File: config.mk
export PLATFORM = sky130hd
export DESIGN_NAME = dual_rail_issue_flat
export DESIGN_NICKNAME = d
export VERILOG_FILES = /design/src/rtl/dual_rail_issue_if.sv /design/src/rtl/dual_rail_issue.sv /design/src/flat_wrapper.sv
export SDC_FILE = /design/constraint.sdc
export NUM_CORES = 1
export LEC_CHECK = 0
export ABC_AREA = 1
export CAP_MARGIN = 20
export CELL_PAD_IN_SITES_DETAIL_PLACEMENT = 0
export CELL_PAD_IN_SITES_GLOBAL_PLACEMENT = 1
export CORE_MARGIN = 2
export CORE_UTILIZATION = 32
export DETAILED_ROUTE_END_ITERATION = 8
export PLACE_DENSITY_LB_ADDON = 0.1
export SYNTH_ARGS = -nofsm -noshare
export SYNTH_HDL_FRONTEND = slang
export SYNTH_SLANG_ARGS = --single-unit
export TNS_END_PERCENT = 30
File: constraint.sdc
create_clock -name clk -period 1.8 [get_ports clk]
set_clock_uncertainty 0.05 [all_clocks]
set_input_delay 0.27 -clock clk [delete_from_list [all_inputs] [get_ports clk]]
set_output_delay 0.27 -clock clk [all_outputs]
set_load 0.01 [all_outputs]
File: src/rtl/dual_rail_issue_if.sv
// rtl/dual_rail_issue_if.sv - dual-rail codeword types and the issue-stage/adder channel
// The adder side is asynchronous; only add_sum_i is driven by the adder.
package pa_AsyncCordic;
  parameter int RW = 15;
  typedef struct packed {
    logic data_1;
    logic data_0;
  } dual_rail_t;
endpackage

interface dual_rail_issue_if #(
  parameter int SIZE = pa_AsyncCordic::RW
);
  import pa_AsyncCordic::*;

  dual_rail_t [SIZE:0] add_a_o;
  dual_rail_t [SIZE:0] add_b_o;
  dual_rail_t          add_carry_o;
  dual_rail_t [SIZE:0] add_sum_i;

  modport master (
    output add_a_o,
    output add_b_o,
    output add_carry_o,
    input  add_sum_i
  );

  modport slave (
    input  add_a_o,
    input  add_b_o,
    input  add_carry_o,
    output add_sum_i
  );
endinterface

File: src/rtl/dual_rail_issue.sv
// rtl/dual_rail_issue.sv - clocked issue stage driving a four-phase dual-rail adder
// Data phase, then spacer phase, each closed by a synchronized completion/empty detect.
module dual_rail_issue
  import pa_AsyncCordic::*;
#(
  parameter int SIZE    = pa_AsyncCordic::RW,
  parameter int TIMEOUT = 64
) (
  input  logic               clk,
  input  logic               arst,
  input  logic               in_valid,
  output logic               in_ready,
  input  logic [SIZE:0]      a_i,
  input  logic [SIZE:0]      b_i,
  input  logic               sub_i,
  dual_rail_issue_if.master  adder,
  output logic               out_valid,
  input  logic               out_ready,
  output logic [SIZE:0]      sum_o,
  output logic               err_o
);

  typedef dual_rail_t [SIZE:0] rail_vec_t;
  typedef enum logic [1:0] {IDLE, DRIVE, SPACER, HOLD} state_t;

  localparam int CW = $clog2(TIMEOUT + 1);
  localparam dual_rail_t DR_ONE  = '{data_1: 1'b1, data_0: 1'b0};
  localparam dual_rail_t DR_ZERO = '{data_1: 1'b0, data_0: 1'b1};

  state_t          state_q;
  logic [CW-1:0]   cnt_q;
  logic            in_ready_q;
  logic            out_valid_q;
  logic [SIZE:0]   sum_q;
  logic            err_q;
  rail_vec_t       add_a_q;
  rail_vec_t       add_b_q;
  dual_rail_t      add_c_q;
  rail_vec_t       sync1_q;
  rail_vec_t       sync2_q;

  logic            complete_d;
  logic            empty_d;
  logic            illegal_d;
  logic            timeout_d;
  logic [SIZE:0]   sum_d;

  function automatic rail_vec_t encode(input logic [SIZE:0] v);
    rail_vec_t r;
    for (int i = 0; i <= SIZE; i++) r[i] = v[i] ? DR_ONE : DR_ZERO;
    return r;
  endfunction

  // Decisions only ever look at the second synchronizer stage.
  always_comb begin
    complete_d = 1'b1;
    empty_d    = 1'b1;
    illegal_d  = 1'b0;
    sum_d      = '0;
    for (int i = 0; i <= SIZE; i++) begin
      if (sync2_q[i].data_1 == sync2_q[i].data_0) complete_d = 1'b0;
      if (sync2_q[i] != 2'b00) empty_d = 1'b0;
      if (sync2_q[i] == 2'b11) illegal_d = 1'b1;
      sum_d[i] = sync2_q[i].data_1;
    end
    timeout_d = (cnt_q == CW'(TIMEOUT - 1));
  end

  always_ff @(posedge clk) begin
    if (arst) begin
      state_q     <= IDLE;
      cnt_q       <= '0;
      in_ready_q  <= 1'b0;
      out_valid_q <= 1'b0;
      sum_q       <= '0;
      err_q       <= 1'b0;
      add_a_q     <= '0;
      add_b_q     <= '0;
      add_c_q     <= '0;
      sync1_q     <= '0;
      sync2_q     <= '0;
    end else begin
      sync1_q <= adder.add_sum_i;
      sync2_q <= sync1_q;
      cnt_q   <= cnt_q + 1'b1;
      case (state_q)
        IDLE: begin
          in_ready_q <= 1'b1;
          if (in_valid && in_ready_q) begin
            add_a_q    <= encode(a_i);
            add_b_q    <= encode(b_i);
            add_c_q    <= sub_i ? DR_ONE : DR_ZERO;
            in_ready_q <= 1'b0;
            err_q      <= 1'b0;
            cnt_q      <= '0;
            state_q    <= DRIVE;
          end
        end
        DRIVE: begin
          if (illegal_d) err_q <= 1'b1;
          if (complete_d || timeout_d) begin
            sum_q   <= complete_d ? sum_d : '0;
            if (!complete_d) err_q <= 1'b1;
            add_a_q <= '0;
            add_b_q <= '0;
            add_c_q <= '0;
            cnt_q   <= '0;
            state_q <= SPACER;
          end
        end
        SPACER: begin
          if (illegal_d) err_q <= 1'b1;
          if (empty_d || timeout_d) begin
            if (!empty_d) err_q <= 1'b1;
            out_valid_q <= 1'b1;
            cnt_q       <= '0;
            state_q     <= HOLD;
          end
        end
        HOLD: begin
          if (out_ready) begin
            out_valid_q <= 1'b0;
            in_ready_q  <= 1'b1;
            cnt_q       <= '0;
            state_q     <= IDLE;
          end
        end
        default: state_q <= IDLE;
      endcase
    end
  end

  assign adder.add_a_o     = add_a_q;
  assign adder.add_b_o     = add_b_q;
  assign adder.add_carry_o = add_c_q;
  assign in_ready          = in_ready_q;
  assign out_valid         = out_valid_q;
  assign sum_o             = sum_q;
  assign err_o             = err_q;

endmodule

File: src/flat_wrapper.sv
// flat-port wrapper written by rule: the top's interface ports become plain ports
module dual_rail_issue_flat import pa_AsyncCordic::*;
#(
  parameter int SIZE    = pa_AsyncCordic::RW,
  parameter int TIMEOUT = 64
)
  (clk, arst, in_valid, in_ready, a_i, b_i, sub_i, out_valid, out_ready, sum_o, err_o, adder_add_a_o, adder_add_b_o, adder_add_carry_o, adder_add_sum_i);
  dual_rail_issue_if #(.SIZE(SIZE)) adder_i ();
  input  logic clk;
  input  logic arst;
  input  logic in_valid;
  output logic in_ready;
  input  logic [SIZE:0] a_i;
  input  logic [SIZE:0] b_i;
  input  logic sub_i;
  output logic out_valid;
  input  logic out_ready;
  output logic [SIZE:0] sum_o;
  output logic err_o;
  output wire logic [$bits(adder_i.add_a_o)-1:0] adder_add_a_o;
  output wire logic [$bits(adder_i.add_b_o)-1:0] adder_add_b_o;
  output wire logic [$bits(adder_i.add_carry_o)-1:0] adder_add_carry_o;
  input wire logic [$bits(adder_i.add_sum_i)-1:0] adder_add_sum_i;
  assign adder_add_a_o = adder_i.add_a_o;
  assign adder_add_b_o = adder_i.add_b_o;
  assign adder_add_carry_o = adder_i.add_carry_o;
  assign adder_i.add_sum_i = adder_add_sum_i;
  dual_rail_issue #(.SIZE(SIZE), .TIMEOUT(TIMEOUT)) u_core (.clk(clk), .arst(arst), .in_valid(in_valid), .in_ready(in_ready), .a_i(a_i), .b_i(b_i), .sub_i(sub_i), .adder(adder_i), .out_valid(out_valid), .out_ready(out_ready), .sum_o(sum_o), .err_o(err_o));
endmodule
==> metrics.md <==
| Metric | Value |
|---|---|
| Outcome | finished, violations left |
| Violations in the final reports | negative setup slack |
| Site row count | 53 |
| Layout net count | about 1,200 |
| Overall overflow remaining after global route | 0 |
| Aggregate routed wire length | 19,100 µm |
| Post-route minimum period | 1890 ps |
| Number of antenna violations at the first check in global routing | 0 |
| Top routing layer in use | met4 |
| Synthesized instance count | between 800 and 900 |
| Wire length per cell | around 14 µm |
| Critical path cell sequence | inv_2 > ha_1 > nand4_1 > nor2_1 > nand2_2 > nand3_4 > nand3_4 > buf_12 > clkbuf_16 > nand2_1 > a21oi_1 |
| Max-cap violations | 0 |
| Fmax | approximately 0.53 GHz |
| Startpoint of the worst-slack reg-to-reg timing path | u_core.sync2_q[8] |
| Category of the worst setup path launch point | flop |
| Part of the Yosys area used for sequential elements | 47.0% |
| Skew-Pair Late Insertion Delay | approximately 420 ps |
| Critical path start-end classification | reg2reg |
| Rel. slew slack | between 50 and 60% |
| Setup TNS | -3810 ps |
| Antenna-violating nets left | 0 |
| Setup repair after global routing missed its margin | yes |
| Total routed wire length on the met1 layer | around 9900 µm |
| Final RePlAce weighted congestion | approximately 0.8 |
| Clock tree from TritonCTS | built |
| TritonCTS buffer count | 17 |
| DR iter-0 viols | 300 |
| Combinational family with the most area after synthesis | simple AND/OR/NAND/NOR gates |
| Worst Hold Depth | 4 |
| Number of placed I/O pins | between 150 and 200 |
| Sinks on the clock net | between 150 and 200 |
| Die footprint | approximately 22,000 µm² |
| Root Buffer | sky130_fd_sc_hd__clkbuf_16 |
| Overall fraction of global-route tracks in use | around 17% |
| Final setup viols | just over 70 |
| Min-Delay Startpoint | arst |
| Initial Util | roughly a third |
| Worst path setup slack after routing | -91.5 ps |
| Number of failing hold endpoints at the final stage | 0 |
| # port buffers | around 150 |
| Post-Synthesis Cell Area | about 6700 µm² |
| Relative area change from synthesis to final layout | 48.8% |
| Area fraction in compound gates after synthesis | under 10% |
| Clock-pin slew of the registers on the worst-case setup and hold paths | 60 ps |
| Share of cell area taken by muxes after synthesis | 0% |
| Crit share post-route | 105% |
| Total design power | 13,900 µW |
| Global-route wire length before repair | roughly 30,000 µm |
| Start point of the critical path | u_core.sync2_q[8] |
| Slew at the pin closest to its max-slew limit | 611 ps |
| Placed wire-length estimate after detailed placement | ~12,000 µm |
| Adder-cell share of the synthesized area | under 10% |
| Layout fillers | 2,145 |
| Worst reg2reg path depth | 11 |
| First drt pass iteration count | 5 |
| Cts hold-fix bufs | 0 |
| H-tree depth | 4 |
| CP dominant cell by count | sky130_fd_sc_hd__nand3_4 |
| Wire length on met2 | between 8000 and 9000 µm |
| CP endpoint kind | flop |
| Total number of vias | 5,999 |
| Dpl ws | -160 ps |
| Share of final-layout standard cells stronger than drive strength 1 | about a fifth |
| Post-detailed-route DRC marker count | 0 |
| Share of the core filled with cells | 48.1% |
| Pwr/cell area | roughly 1400 nW/µm² |
| Largest voltage drop on the vdd net | between 700 and 800 µV |
| Via-to-Cell Ratio | around 4.4 |
| Crit path arrival time | approximately 2100 ps |
| Worst hold margin | 200 ps |
| Synthesized net count | 1,004 |
| Synth cell types | 23 |
| Horizontal extent of the die | 149 µm |
| Register-to-register path setup slack | -90 ps |
| Highest net fanout along the worst path | 8 |
| Number of warnings printed during yosys synthesis | 0 |
| Clock Tree Buf Depth | 2 |
| Syn Area/Cell | 7.49 µm² |
| Data required time of the critical path | 2030 ps |
| Post-synthesis share of cell area spent on and, or, nand and nor gates | between 20% and 30% |
| Area of the placeable core | approximately 21,000 µm² |
| Length of routed met3 wiring | 938 µm |
| Worst min-delay path category | in2reg |
| Reg2Reg Capture Point | u_core.adder.add_a_o[17] |
| Number of flip-flops and latches in the synthesized netlist | between 150 and 200 |
| Library cell contributing the largest single delay on the critical path | sky130_fd_sc_hd__dfxtp_2 |
| Count of pins over their slew limit | 0 |
| Maximum number of pins on one net before global-route repair | between 100 and 150 |
| Total leakage power | approximately 0.0043 µW |
| Via count of the first global-routing pass | 5,633 |
| Ant diodes | 0 |
| Chip height | around 150 µm |
| Crit-path max cell delay | 330 ps |
| Critical path destination | u_core.adder.add_a_o[17] |
| Parity-gate share of the synthesized area counting xor and xnor cells | 0.521% |
-- area by class of cell --
class	instances	area, µm²	area share, %
flip-flops and latches	158	3190	31.9
multi-input cells	535	3060	30.6
repair buffers	212	2260	22.6
inverters	151	569	5.69
clock buffers	21	480	4.80
well taps	275	344	3.44
clock inverters	11	106	1.06
-- how the worst min path moves through the flow --
stage | endpoint
finish | u_core.state_q[1]
global placement | u_core.sync2_q[4]
floorplan | u_core.sync1_q[0]
detailed placement | u_core.sum_d[3]
CTS | u_core.state_q[1]
global route | u_core.state_q[0]
-- metrics by stage --
stage	area (µm²)	std cells
global route	10000	1363
floorplan	6730	898
CTS	9520	1351
global placement	8740	1314
detailed placement	8740	1314
finish	10000	1363
-- where the power goes --
group / total [µW] / switching, µW / internal [µW]
Sequential: 4520 / 383 / 4140
Combinational: 5850 / 2990 / 2860
Clock: 3550 / 1490 / 2060
-- registers in the layout, summed over array words and instances, names as in the netlist --
name	flops
u_core.in_ready	1
u_core.adder.add_b_o	32
u_core.sum_d	16
u_core.sync1_q	32
u_core.adder.add_a_o	32
u_core.adder.add_carry_o	2
u_core.sync2_q	16
u_core.cnt_q	7
u_core.err_o	1
u_core.out_valid	1
u_core.sum_o	16
u_core.state_q	2
-- placed cells by master, fill, tap and decap left out, types with 8 or more instances in the layout --
cell type / count
sky130_fd_sc_hd__inv_1: 138
sky130_fd_sc_hd__nand2_2: 32
sky130_fd_sc_hd__dfxtp_1: 134
sky130_fd_sc_hd__nand2_1: 101
sky130_fd_sc_hd__nor2_1: 169
sky130_fd_sc_hd__inv_2: 12
sky130_fd_sc_hd__ha_1: 25
sky130_fd_sc_hd__clkdlybuf4s50_1: 152
sky130_fd_sc_hd__a21oi_1: 54
sky130_fd_sc_hd__nand4_1: 54
sky130_fd_sc_hd__ha_4: 11
sky130_fd_sc_hd__buf_12: 8
sky130_fd_sc_hd__buf_4: 37
sky130_fd_sc_hd__a21oi_2: 31
sky130_fd_sc_hd__nand3_1: 33
sky130_fd_sc_hd__clkbuf_16: 25
sky130_fd_sc_hd__dfxtp_2: 24
-- timing repair --
item / 4_1_cts / 5_1_grt
gates cloned: 1 / 9
pin swaps: 12 / 19
setup endpoints to repair: 74 / 93
gates resized for setup: 39 / 73
setup buffers: 5 / 3
-- worst max-delay path, delay by kind of cell (launching register included) --
family | cells | cell delay (ps)
AND/OR/NAND/NOR | 6 | 640
flip-flops | 1 | 330
adder cells (fa/ha/maj) | 1 | 280
buffers and inverters | 3 | 380
AO/OA/AOI/OAI | 1 | 60
-- routing by layer --
metal / up-vias / global-route usage [%]
met5: - / 0
met3: 16 / 4.04
li1: 3144 / -
met4: 0 / 5.14
met2: 135 / 24.7
met1: 2704 / 24.6
-- cells in the mapped netlist --
| library cell | instances | share of area, % |
|---|---|---|
| sky130_fd_sc_hd__o21ai_0 | 6 | 0.45 |
| sky130_fd_sc_hd__a21oi_2 | 18 | 2.3 |
| sky130_fd_sc_hd__nor2_1 | 170 | 9.5 |
| sky130_fd_sc_hd__inv_1 | 148 | 8.3 |
| sky130_fd_sc_hd__ha_1 | 37 | 6.9 |
| sky130_fd_sc_hd__buf_4 | 5 | 0.56 |
| sky130_fd_sc_hd__nor2_2 | 1 | 0.093 |
| sky130_fd_sc_hd__buf_6 | 2 | 0.33 |
| sky130_fd_sc_hd__nand3_2 | 2 | 0.30 |
| sky130_fd_sc_hd__buf_2 | 16 | 1.2 |
| sky130_fd_sc_hd__nand3b_1 | 2 | 0.22 |
| sky130_fd_sc_hd__nand3_1 | 36 | 2.7 |
| sky130_fd_sc_hd__xnor2_1 | 1 | 0.13 |
| sky130_fd_sc_hd__nand4_1 | 54 | 5.0 |
| sky130_fd_sc_hd__clkbuf_1 | 28 | 1.6 |
| sky130_fd_sc_hd__nand2_1 | 135 | 7.5 |
| sky130_fd_sc_hd__xor2_1 | 3 | 0.39 |
| sky130_fd_sc_hd__o211ai_1 | 1 | 0.11 |
| sky130_fd_sc_hd__buf_1 | 3 | 0.17 |
| sky130_fd_sc_hd__inv_2 | 3 | 0.17 |
| sky130_fd_sc_hd__dfxtp_1 | 158 | 47 |
| sky130_fd_sc_hd__nor3_1 | 2 | 0.15 |
| sky130_fd_sc_hd__a21oi_1 | 67 | 5.0 |
-- logic make-up (layout without fill, tap and decap cells) --
kind of cell | count (synthesis) | count (layout)
buf+inv | 205 | 395
compound gates | 92 | 92
xor+xnor | 4 | 4
simple gates | 402 | 402
flops | 158 | 158
fa+ha+maj | 37 | 37
Note: power is estimated with default switching activity, not from simulation.
